===== src/rtl/vga_timing_gen.sv =====
// VGA raster timing generator with a pixel-fetch request stage and a
// latency-matched output pipeline so colour, syncs and DE stay aligned.
module vga_timing_gen #(
    parameter int H_ACTIVE    = 800,
    parameter int H_FP        = 40,
    parameter int H_SYNC      = 88,
    parameter int H_BP        = 48,
    parameter int V_ACTIVE    = 480,
    parameter int V_FP        = 13,
    parameter int V_SYNC      = 3,
    parameter int V_BP        = 32,
    parameter bit HS_POL      = 1'b1,
    parameter bit VS_POL      = 1'b1,
    parameter int COLOR_BITS  = 1,
    parameter int PIX_LATENCY = 1,
    parameter int CW          = 11
) (
    input  logic                    CLOCK_PIXEL,
    input  logic                    RESET,
    input  logic                    ENABLE,
    input  logic [3*COLOR_BITS-1:0] PIXEL_DATA,
    output logic                    PIXEL_REQ,
    output logic [CW-1:0]           PIXEL_H,
    output logic [CW-1:0]           PIXEL_V,
    output logic                    FRAME_START,
    output logic [COLOR_BITS-1:0]   VGA_RED,
    output logic [COLOR_BITS-1:0]   VGA_GREEN,
    output logic [COLOR_BITS-1:0]   VGA_BLUE,
    output logic                    VGA_HS,
    output logic                    VGA_VS,
    output logic                    VGA_DE
);

    localparam int H_TOTAL = H_ACTIVE + H_FP + H_SYNC + H_BP;
    localparam int V_TOTAL = V_ACTIVE + V_FP + V_SYNC + V_BP;

    localparam logic [CW-1:0] H_LAST  = CW'(H_TOTAL - 1);
    localparam logic [CW-1:0] V_LAST  = CW'(V_TOTAL - 1);
    localparam logic [CW-1:0] H_ACT   = CW'(H_ACTIVE);
    localparam logic [CW-1:0] V_ACT   = CW'(V_ACTIVE);
    localparam logic [CW-1:0] HS_BEG  = CW'(H_ACTIVE + H_FP);
    localparam logic [CW-1:0] HS_END  = CW'(H_ACTIVE + H_FP + H_SYNC - 1);
    localparam logic [CW-1:0] VS_BEG  = CW'(V_ACTIVE + V_FP);
    localparam logic [CW-1:0] VS_END  = CW'(V_ACTIVE + V_FP + V_SYNC - 1);

    logic [CW-1:0]           r_h;
    logic [CW-1:0]           r_v;
    logic                    r_frame_en;
    logic [2:0]              r_req_sync;
    logic [2:0]              r_dl [PIX_LATENCY+1];
    logic [3*COLOR_BITS-1:0] r_rgb;

    logic w_h_last;
    logic w_v_last;
    logic w_active;
    logic w_req;
    logic w_hs;
    logic w_vs;
    logic w_cap_de;

    assign w_h_last = (r_h == H_LAST);
    assign w_v_last = (r_v == V_LAST);
    assign w_active = (r_h < H_ACT) && (r_v < V_ACT);
    assign w_req    = r_frame_en && w_active;
    assign w_hs     = (r_h >= HS_BEG) && (r_h <= HS_END);
    assign w_vs     = (r_v >= VS_BEG) && (r_v <= VS_END);

    // Counters free-run; frame_en only changes at the last raster position
    always_ff @(posedge CLOCK_PIXEL) begin
        if (RESET) begin
            r_h        <= '0;
            r_v        <= '0;
            r_frame_en <= ENABLE;
        end else begin
            if (w_h_last) begin
                r_h <= '0;
                r_v <= w_v_last ? '0 : r_v + 1'b1;
            end else begin
                r_h <= r_h + 1'b1;
            end
            if (w_h_last && w_v_last) begin
                r_frame_en <= ENABLE;
            end
        end
    end

    always_ff @(posedge CLOCK_PIXEL) begin
        if (RESET) begin
            PIXEL_REQ   <= 1'b0;
            PIXEL_H     <= '0;
            PIXEL_V     <= '0;
            FRAME_START <= 1'b0;
            r_req_sync  <= 3'b000;
        end else begin
            PIXEL_REQ   <= w_req;
            PIXEL_H     <= w_req ? r_h : '0;
            PIXEL_V     <= w_req ? r_v : '0;
            FRAME_START <= (r_h == '0) && (r_v == '0);
            r_req_sync  <= {w_hs, w_vs, w_req};
        end
    end

    // Bits are {hs, vs, de}, held as "asserted" and mapped to pin polarity at the output
    always_ff @(posedge CLOCK_PIXEL) begin
        if (RESET) begin
            for (int i = 0; i < PIX_LATENCY + 1; i++) begin
                r_dl[i] <= 3'b000;
            end
        end else begin
            r_dl[0] <= r_req_sync;
            for (int i = 1; i < PIX_LATENCY + 1; i++) begin
                r_dl[i] <= r_dl[i-1];
            end
        end
    end

    generate
        if (PIX_LATENCY == 0) begin : g_cap_direct
            assign w_cap_de = r_req_sync[0];
        end else begin : g_cap_delayed
            assign w_cap_de = r_dl[PIX_LATENCY-1][0];
        end
    endgenerate

    always_ff @(posedge CLOCK_PIXEL) begin
        if (RESET) begin
            r_rgb <= '0;
        end else begin
            r_rgb <= w_cap_de ? PIXEL_DATA : '0;
        end
    end

    assign VGA_HS    = r_dl[PIX_LATENCY][2] ~^ HS_POL;
    assign VGA_VS    = r_dl[PIX_LATENCY][1] ~^ VS_POL;
    assign VGA_DE    = r_dl[PIX_LATENCY][0];
    assign VGA_RED   = r_rgb[3*COLOR_BITS-1:2*COLOR_BITS];
    assign VGA_GREEN = r_rgb[2*COLOR_BITS-1:COLOR_BITS];
    assign VGA_BLUE  = r_rgb[COLOR_BITS-1:0];

endmodule


===== config.mk =====
export PLATFORM = sky130hd
export DESIGN_NAME = vga_timing_gen
export DESIGN_NICKNAME = d
export VERILOG_FILES = /design/src/rtl/vga_timing_gen.sv
export SDC_FILE = /design/constraint.sdc
export NUM_CORES = 1
export LEC_CHECK = 0
export CORE_UTILIZATION = 50
export CTS_BUF_LIST = sky130_fd_sc_hd__clkbuf_4 sky130_fd_sc_hd__clkbuf_8 sky130_fd_sc_hd__clkbuf_16
export DETAILED_ROUTE_END_ITERATION = 8
export PLACE_DENSITY = 0.76
export SLEW_MARGIN = 20
export SYNTH_ARGS = -nofsm -noshare
export SYNTH_HDL_FRONTEND = slang
export SYNTH_SLANG_ARGS = --single-unit
export TNS_END_PERCENT = 20

===== constraint.sdc =====
create_clock -name CLOCK_PIXEL -period 2.6 [get_ports CLOCK_PIXEL]
set_input_delay 0.52 -clock CLOCK_PIXEL [delete_from_list [all_inputs] [get_ports CLOCK_PIXEL]]
set_output_delay 0.52 -clock CLOCK_PIXEL [all_outputs]
set_load 0.03 [all_outputs]

======== Word-level counts from Yosys, hierarchy flattened ========
Memories as Yosys holds them, arrays and structs flattened.
Index checks and enable logic that the tools add are counted.
cells by class
  $add $sub $neg .......................... 2
  order comparisons ....................... 6
  equality and inequality tests ........... 2
  mux-type cells .......................... 8
  bitwise operators ....................... 4
  reduce and logical (&&, ||, !) cells .... 12
operators with widths
  operator               count
  $add 11x1->11 const B  2
  $eq 11x10->1 const B   2
  $logic_not 11->1       2
  $ge 11x10->1 const B   1
  $ge 11x9->1 const B    1
  $le 11x10->1 const B   1
  $le 11x9->1 const B    1
  $lt 11x10->1 const B   1
  $lt 11x9->1 const B    1
  $mux 11                1
  $logic_and 1x1->1      6
  $mux 3                 2
  $reduce_or 2->1        3
  $mux 1                 5
  $not 1->1              2
  $or 1x1->1             2
  $reduce_bool 2->1      1
word-level totals
  flip-flop bits (word level) ............. 53
  bits in writable memories ............... 6
  bits of input ports ..................... 6
  output and inout bits ................... 30
  memories ................................ 1
memory list
  memory  words  width  rd ports  clocked after Yosys merged registers in  wr ports  line  RTL
  r_dl    2      3      2         0                                        2         50    logic [2:0] r_dl [PIX_LATENCY+1];

======== Longest topological paths before layout ========
Gate-level depths: netlist (run 1).
  depth after elaboration ................. 5
  depth in mapped cells ................... 8
  mapped depth without buffers ............ 5

======== Worst setup path after synthesis (run 1) ========
No wires, ideal clock.
  path kind ............................... reg2reg
  start ................................... reg r_h[5]
  end ..................................... reg r_frame_en (enable)
  arrival time ............................ 1.781 ns
  data required time ...................... 2.256 ns
  slack ................................... 0.475 ns
  stages on the path, launching flop included .. 7
  path buffers ............................ 3
  cells stage by stage .................... dfxtp_1 -> buf_6 -> or4b_1 -> clkbuf_2 -> or3_1 -> clkbuf_1 -> o21bai_2
between the ends
  cells in the longest elaborated chain, start to end .. 3
ends and longest elaborated chain
  element                             line  RTL
  start, declared                     46    logic [CW-1:0] r_h;
  start signal, assigned              79    r_h <= r_h + 1'b1;
  $eq 11x10->1                        61    assign w_h_last = (r_h == H_LAST);
  $logic_and 1x1->1                   81    if (w_h_last && w_v_last) begin
  $reduce_bool 2->1 (no source line)  -
  end signal, assigned                73    r_frame_en <= ENABLE;
  end signal, assigned                82    r_frame_en <= ENABLE;
  end, declared                       48    logic r_frame_en;
Every way passes these cells.
A chain may end at the register's enable or synchronous reset.

======== Final worst setup path (run 1) ========
  start ................................... reg r_h[4]
  end ..................................... reg r_v[8]
between the ends
  cells in the longest elaborated chain, start to end .. 1
ends and longest elaborated chain
  element               line  RTL
  $eq 11x10->1          61
  end signal, assigned  77    r_v <= w_v_last ? '0 : r_v + 1'b1;
  end, declared         47    logic [CW-1:0] r_v;
Every way passes these cells.

==> summary.md, run 1 <==
| Metric | Value |
|---|---|
| Post-synth top area share | 52.6% |
| CP max stage cell | or4b_1 |
| Status | completed |
| CTS tree | done |
| Total power | 1690 uW |
| Multi-input combinational cell area | 907 um2 |
| Area leader, netlist | dfxtp_1 |
| Die width | 67.9 um |
| Initial drt markers | 103 |
| Vias/cell | 5.29 |
| CP Cell Sequence | or4b_1, or3_1, o21bai_2, buf_4, a21oi_1 |
| Final instance area | 0.00274 mm2 |
| Io pins | 36 |
| Clk_lat worst skew | 0.33 ns |
| Setup CP Type | reg -> reg |
| Port Buffers | 35 |
| CTS Buf Count | 9 |
| Worst Setup SP | r_h[4]$_SDFF_PP0_ |
| Worst path max stage delay | 0.69 ns |
| Nets | 274 |
| Syn Area/Cell | 9.68 um2 |
| Primary FF master, synth | dfxtp_1 |
| Diode count | 0 |
| Clock Path Buffers | 2 |
| Worst reg2reg startpoint | r_h[4]$_SDFF_PP0_ |
| First-pass GRT wire length | 6750 um |
| Placer Congestion | 0.948 |
| Asr flop ratio synth | 0% |
| Clock Sink Count | 58 |
| Max Clock Freq | 446 MHz |
| Final cell count without fillers | 318 |
| DRC | 0 |
| Hold buffers post-CTS | 0 |
| Htree depth | 3 |
| Final Max Tran Viols | 0 |
| Area contributors post-synth | dfxtp_1 (53%), and2_1 (4.6%), nor4_1 (4.3%) |
| Final min period | 2.24 ns |
| Peak supply drop | 373 uV |
| Hpwl dp | 2810 um |
| Startpoint Class | flip-flop |
| Vias in the first global route | 1495 |
| Clock-pin slew on the worst setup and hold paths | 0.06 ns |
| Placed Cells | 302 |
| Layout cells sized above 1 | 9.70% |
| Finish-stage setup viols | 0 |
| Largest net degree at the start of global routing | 15 |
| Synth warn | 0 |
| Arr. time, crit path | 2.45 ns |
| Die ar. | 0.00460 mm2 |
| Num rows | 23 |
| Hold wc startpoint | r_req_sync[1]$_SDFF_PP0_ |
| Area Overhead vs Synth | 26.4% |
| Global route total overflow | 0 |
| Sequential share of the synthesized area | 54.0% |
| Vias post-DR | 1683 |
| Routed Antenna Nets | 0 |
| Area after DPL | 0.00257 mm2 |
| Hold Path Class | reg -> reg |
| Seq cells post-synth | 58 |
| RSZ-0062 raised after global routing | false |
| Cells after Synth | 224 |
| Drt first pass iters | 4 |
| Max Cap Viol | 0 |
| Critical path required time | 2.81 ns |
| Die height | 67.9 um |
| Average wire per standard cell | 12.7 um |
| Number of setup buffers added after CTS | 0 |
| Total wire length | 4050 um |
| Clock Skew | 0.00396 ns |
| Final period utilization | 86.2% |
| PD cells | 618 mW/mm2 |
| Final Hold Viols | 0 |
| Total GRT Usage | 20.7% |
| # fillers | 336 |
| Post-synth cell types | 37 |
| Cts repair resizes | 0 |
| EDFF count, synth | 1 |
| Sequential Area | 0.00117 mm2 |
| Leakage | 0.000989 uW |
| CTS Root Cell | clkbuf_8 |
| Core box area | 0.00409 mm2 |
| Critical path peak fanout | 11 |
| Initial antenna violation count | 0 |
| Initial core utilization | 53.1% |
| Mapped Area | 0.00217 mm2 |
| Worst setup EP type | flip-flop |
| Setup TNS | 0 ns |
==> cell families after synthesis <==
kind of cell,count (synthesis),synth area share [%]
buf+inv,23,4.50
compound gates,16,4.73
other cells,1,0.173
xor+xnor,13,5.25
flops,58,54.0
simple gates,108,28.4
fa+ha+maj,5,2.89
==> layer usage <==
metal	up-vias	wire length, um	track usage, %
met5	-	0	0
li1	852	-	-
met4	0	45	10.9
met3	5	316	8.67
met1	755	1940	26.8
met2	71	1750	29.2
==> registers in the layout, indices dropped and copies added (netlist names) <==
register / count
PIXEL_H: 11
PIXEL_V: 11
r_h: 11
r_v: 11
r_dl: 6
r_req_sync: 3
r_rgb: 3
FRAME_START: 1
r_frame_en: 1
==> layout by cell type (no fill, tap or decap), types with 2 or more instances in the layout <==
cell | netlist | routed
dfxtp_1 | 57 | 57
clkdlybuf4s50_1 | 0 | 35
nor2_1 | 18 | 18
and2_1 | 16 | 16
nor4_1 | 15 | 15
nand3_1 | 11 | 11
nand2_1 | 10 | 10
clkbuf_8 | 0 | 10
inv_1 | 8 | 8
xnor2_1 | 7 | 7
a21oi_1 | 7 | 7
nor2b_1 | 6 | 6
nor3_1 | 6 | 6
nand4_1 | 6 | 6
xor2_1 | 6 | 6
buf_4 | 0 | 6
ha_1 | 5 | 5
or3_1 | 4 | 4
o21ai_0 | 4 | 4
conb_1 | 1 | 3
clkinv_2 | 0 | 3
or4_1 | 2 | 2
nand3b_1 | 2 | 2
or4b_1 | 2 | 2
and4_1 | 2 | 2
nand4b_1 | 2 | 2
and3_1 | 2 | 2
nor4b_1 | 2 | 2
clkinvlp_4 | 0 | 2
==> cell type report <==
| class | instances | area share (%) |
|---|---|---|
| clock buffer | 11 | 5.29 |
| sequential | 58 | 42.7 |
| tap | 50 | 2.28 |
| clock inverter | 5 | 1.10 |
| timing repair buffer | 41 | 14.4 |
| inverter | 8 | 1.10 |
| multi-input combinational | 145 | 33.1 |
==> worst paths after layout <==
kind / end / slack, ns / depth (start not counted)
setup / recovery: r_v[8]$_SDFFE_PP0N_ / 0.36 / 5
hold / removal: r_dl[0][1]$_SDFF_PP0_ / 0.44 / 1
setup reg to reg: r_v[8]$_SDFFE_PP0N_ / 0.36 / 5
hold reg to reg: r_dl[0][1]$_SDFF_PP0_ / 0.44 / 1
==> cells in the mapped netlist (4+ instances only) <==
library cell and count:
a21oi_1 7, xnor2_1 7, ha_1 5, nor2b_1 6, nand4_1 6, o21ai_0 4, clkbuf_1 10, and2_1 16
nor4_1 15, nand3_1 11, inv_1 8, nor3_1 6, nand2_1 10, nor2_1 18, or3_1 4, dfxtp_1 57
xor2_1 6
==> critical path, delay by kind of cell, from the launching register on <==
family	cells	cell delay [ns]
DFF	1	0.41
buffers and inverters	1	0.20
and+or+nand+nor	2	1.14
AOI/OAI and AO/OA	2	0.38
==> power by group <==
group	leakage (uW)	total, uW	switching [uW]	internal (uW)
registers	0.000472	913	8.12	904
clock network	0.0000885	709	333	376
logic	0.000429	72.3	40.2	32.1
==> per-stage QoR <==
stage | setup slack, ns | hold slack (ns) | utilization, %
finish | 0.358 | 0.439 | 67.1
detailed placement | 0.387 | 0.427 | 62.8
global route | 0.277 | 0.462 | 67.1
floorplan | 0.475 | 0.414 | -
global placement | 0.424 | 0.418 | 62.8
CTS | 0.375 | 0.442 | 67.1
Power figures use the tool's default switching activity.
==> inputs of run 2 (changes only) <==
- GPL_ROUTABILITY_DRIVEN: default -> 0
==> run 2 against run 1 <==
Sequential share of layout area fell by 0.88 points. Setup slack got worse by 0.10 ns. Non-clock buffer count rose by 1. Combinational power fell by 0.6%.
==> summary.md, run 2 (synthesized netlist as in run 1, its figures left out) <==
| Metric | Value |
|---|---|
| Htree depth | 3 (unchanged) |
| Comb pwr share | 3.8% (was 4.3%) |
| Worst setup EP type | flip-flop (unchanged) |
| Critical path peak fanout | 11 (unchanged) |
| CTS Root Cell | clkbuf_8 (unchanged) |
| Total power | 1910 uW (was 1690 uW) |
| Die height | 67.9 um (unchanged) |
| Critical path required time | 2.58 ns (was 2.81 ns) |
| Largest net degree at the start of global routing | 15 (unchanged) |
| Vias/cell | 5.38 (was 5.29) |
| Port Buffers | 35 (unchanged) |
| Die ar. | 0.00460 mm2 (unchanged) |
| Clock-pin slew on the worst setup and hold paths | 0.06 ns (about the same) |
| Global route total overflow | 0 (unchanged) |
| Commonest non-fill, non-tap cell in the layout | dfxtp_1 (unchanged) |
| Leakage | 0.00102 uW (was 0.000989 uW) |
| Hold Path Class | reg -> reg (unchanged) |
| Initial drt markers | 124 (was 103) |
| Average wire per standard cell | 13.7 um (was 12.7 um) |
| Core box area | 0.00409 mm2 (unchanged) |
| Clock Skew | 0.00812 ns (was 0.00396 ns) |
| Setup TNS | 0 ns (unchanged) |
| Peak supply drop | 406 uV (was 373 uV) |
| Reg-to-reg endpoint | r_frame_en$_DFFE_PP_ (was r_v[8]$_SDFFE_PP0N_) |
| Max Cap Viol | 0 (unchanged) |
| Total wire length | 4340 um (was 4050 um) |
| Initial antenna violation count | 0 (unchanged) |
| Layout cells sized above 1 | 9.36% (was 9.70%) |
| Hpwl dp | 2940 um (was 2810 um) |
| Sw Pwr | 370 uW (was 382 uW) |
| Number of setup buffers added after CTS | 0 (unchanged) |
| Routed Antenna Nets | 0 (unchanged) |
| Final Max Tran Viols | 0 (unchanged) |
| Status | completed (unchanged) |
| Reg2reg path depth | 3 (was 5) |
| CTS tree | done (unchanged) |
| CTS Buf Count | 9 (unchanged) |
| Final period utilization | 90.1% (was 86.2%) |
| Hold wc startpoint | r_req_sync[1]$_SDFF_PP0_ (unchanged) |
| PD cells | 684 mW/mm2 (was 618 mW/mm2) |
| First-pass GRT wire length | 7250 um (was 6750 um) |
| Die width | 67.9 um (unchanged) |
| Finish-stage setup viols | 0 (unchanged) |
| Diode count | 0 (unchanged) |
| Hold Path End | r_dl[0][1]$_SDFF_PP0_ (unchanged) |
| Final min period | 2.34 ns (was 2.24 ns) |
| Clock Path Buffers | 2 (unchanged) |
| Num rows | 23 (unchanged) |
| Startpoint Class | flip-flop (unchanged) |
| R2r setup slk | 0.26 ns (was 0.36 ns) |
| Clock network power share | 48.5% (was 41.9%) |
| Register share of total power | 47.7% (was 53.9%) |
| Vias in the first global route | 1588 (was 1495) |
| Area Overhead vs Synth | 29.1% (was 26.4%) |
| Vias post-DR | 1705 (was 1683) |
| Worst reg2reg startpoint | r_h[4]$_SDFF_PP0_ (unchanged) |
| Cts repair resizes | 0 (unchanged) |
| Io pins | 36 (unchanged) |
| Drt first pass iters | 4 (unchanged) |
| RSZ-0062 raised after global routing | false (unchanged) |
| Switching share of power | 19.3% (was 22.5%) |
| Setup CP Type | reg -> reg (unchanged) |
| Max Clock Freq | 427 MHz (was 446 MHz) |
| Hold buffers post-CTS | 0 (unchanged) |
| Arr. time, crit path | 2.32 ns (was 2.45 ns) |
| Hold path depth | 1 (unchanged) |
| Final Hold Viols | 0 (unchanged) |
| Initial core utilization | 53.1% (unchanged) |
| Nets | 275 (was 274) |
| Cell Int Power | 1540 uW (was 1310 uW) |
| DRC | 0 (unchanged) |
| Clk_lat worst skew | 0.33 ns (about the same) |
| Commonest non-fill, non-tap cells in the layout | dfxtp_1 (57), clkdlybuf4s50_1 (35), nor2_1 (18) (unchanged) |
| Total GRT Usage | 22.4% (was 20.7%) |
| Clock Sink Count | 58 (unchanged) |
-- run 2: cell count changes in the layout (fill, tap and decap cells not counted) --
cell and change:
clkinv_2 -3, clkbuf_4 -1, clkbuf_8 +2, buf_4 +1
bufinv_16 +2, clkinvlp_4 -2
-- run 2: routing by layer --
metal	part of all wire, %	global-route usage (%)
met1	44	27.9
met2	46	33.8
met3	9.3	9.17
met4	0.99	10.2
met5	0	0
-- run 2: final cells by class --
cell class,count,area (um2)
clock inverters,2,60.1
flip-flops and latches,58,1170
multi-input cells,145,907
well taps,50,62.6
inverters,8,30.0
fillers,337,1290
repair buffers,42,403
clock buffers,12,165
-- run 2: worst max-delay path by stage --
stage                                 start                    to
after detailed placement  r_h[4]$_SDFF_PP0_  r_frame_en$_DFFE_PP_
after global routing      r_h[4]$_SDFF_PP0_  r_frame_en$_DFFE_PP_
after global placement    r_h[4]$_SDFF_PP0_  r_frame_en$_DFFE_PP_
after floorplan           r_h[5]$_SDFF_PP0_  r_frame_en$_DFFE_PP_
final                     r_h[4]$_SDFF_PP0_  r_frame_en$_DFFE_PP_
after CTS                 r_h[4]$_SDFF_PP0_  r_frame_en$_DFFE_PP_
-- run 2: critical path, stage by stage (launching register included) --
cell,delay (ns)
dfxtp_1,0.42
or4b_1,0.70
or3_1,0.46
o21bai_2,0.42
-- run 2: power by group through the flow --
stage / Clock (uW) / Sequential [uW] / Combinational, uW
detailed placement: 0 / 932 / 71.7
global route: 1000 / 914 / 78.2
global placement: 0 / 932 / 71.4
floorplan: 0 / 944 / 26.4
CTS: 952 / 913 / 72.3
finish: 929 / 913 / 71.9
-- run 2: stage by stage --
stage | instance area, um2 | hold slack, ns | worst slack [ns] | utilization [%] | std cells
after floorplan | 2180 | 0.414 | 0.475 | - | 226
after global placement | 2570 | 0.415 | 0.372 | 63.0 | 303
after detailed placement | 2570 | 0.443 | 0.295 | 63.0 | 303
after CTS | 2800 | 0.454 | 0.305 | 68.5 | 317
after global routing | 2800 | 0.467 | 0.187 | 68.5 | 317
final | 2800 | 0.449 | 0.258 | 68.5 | 317
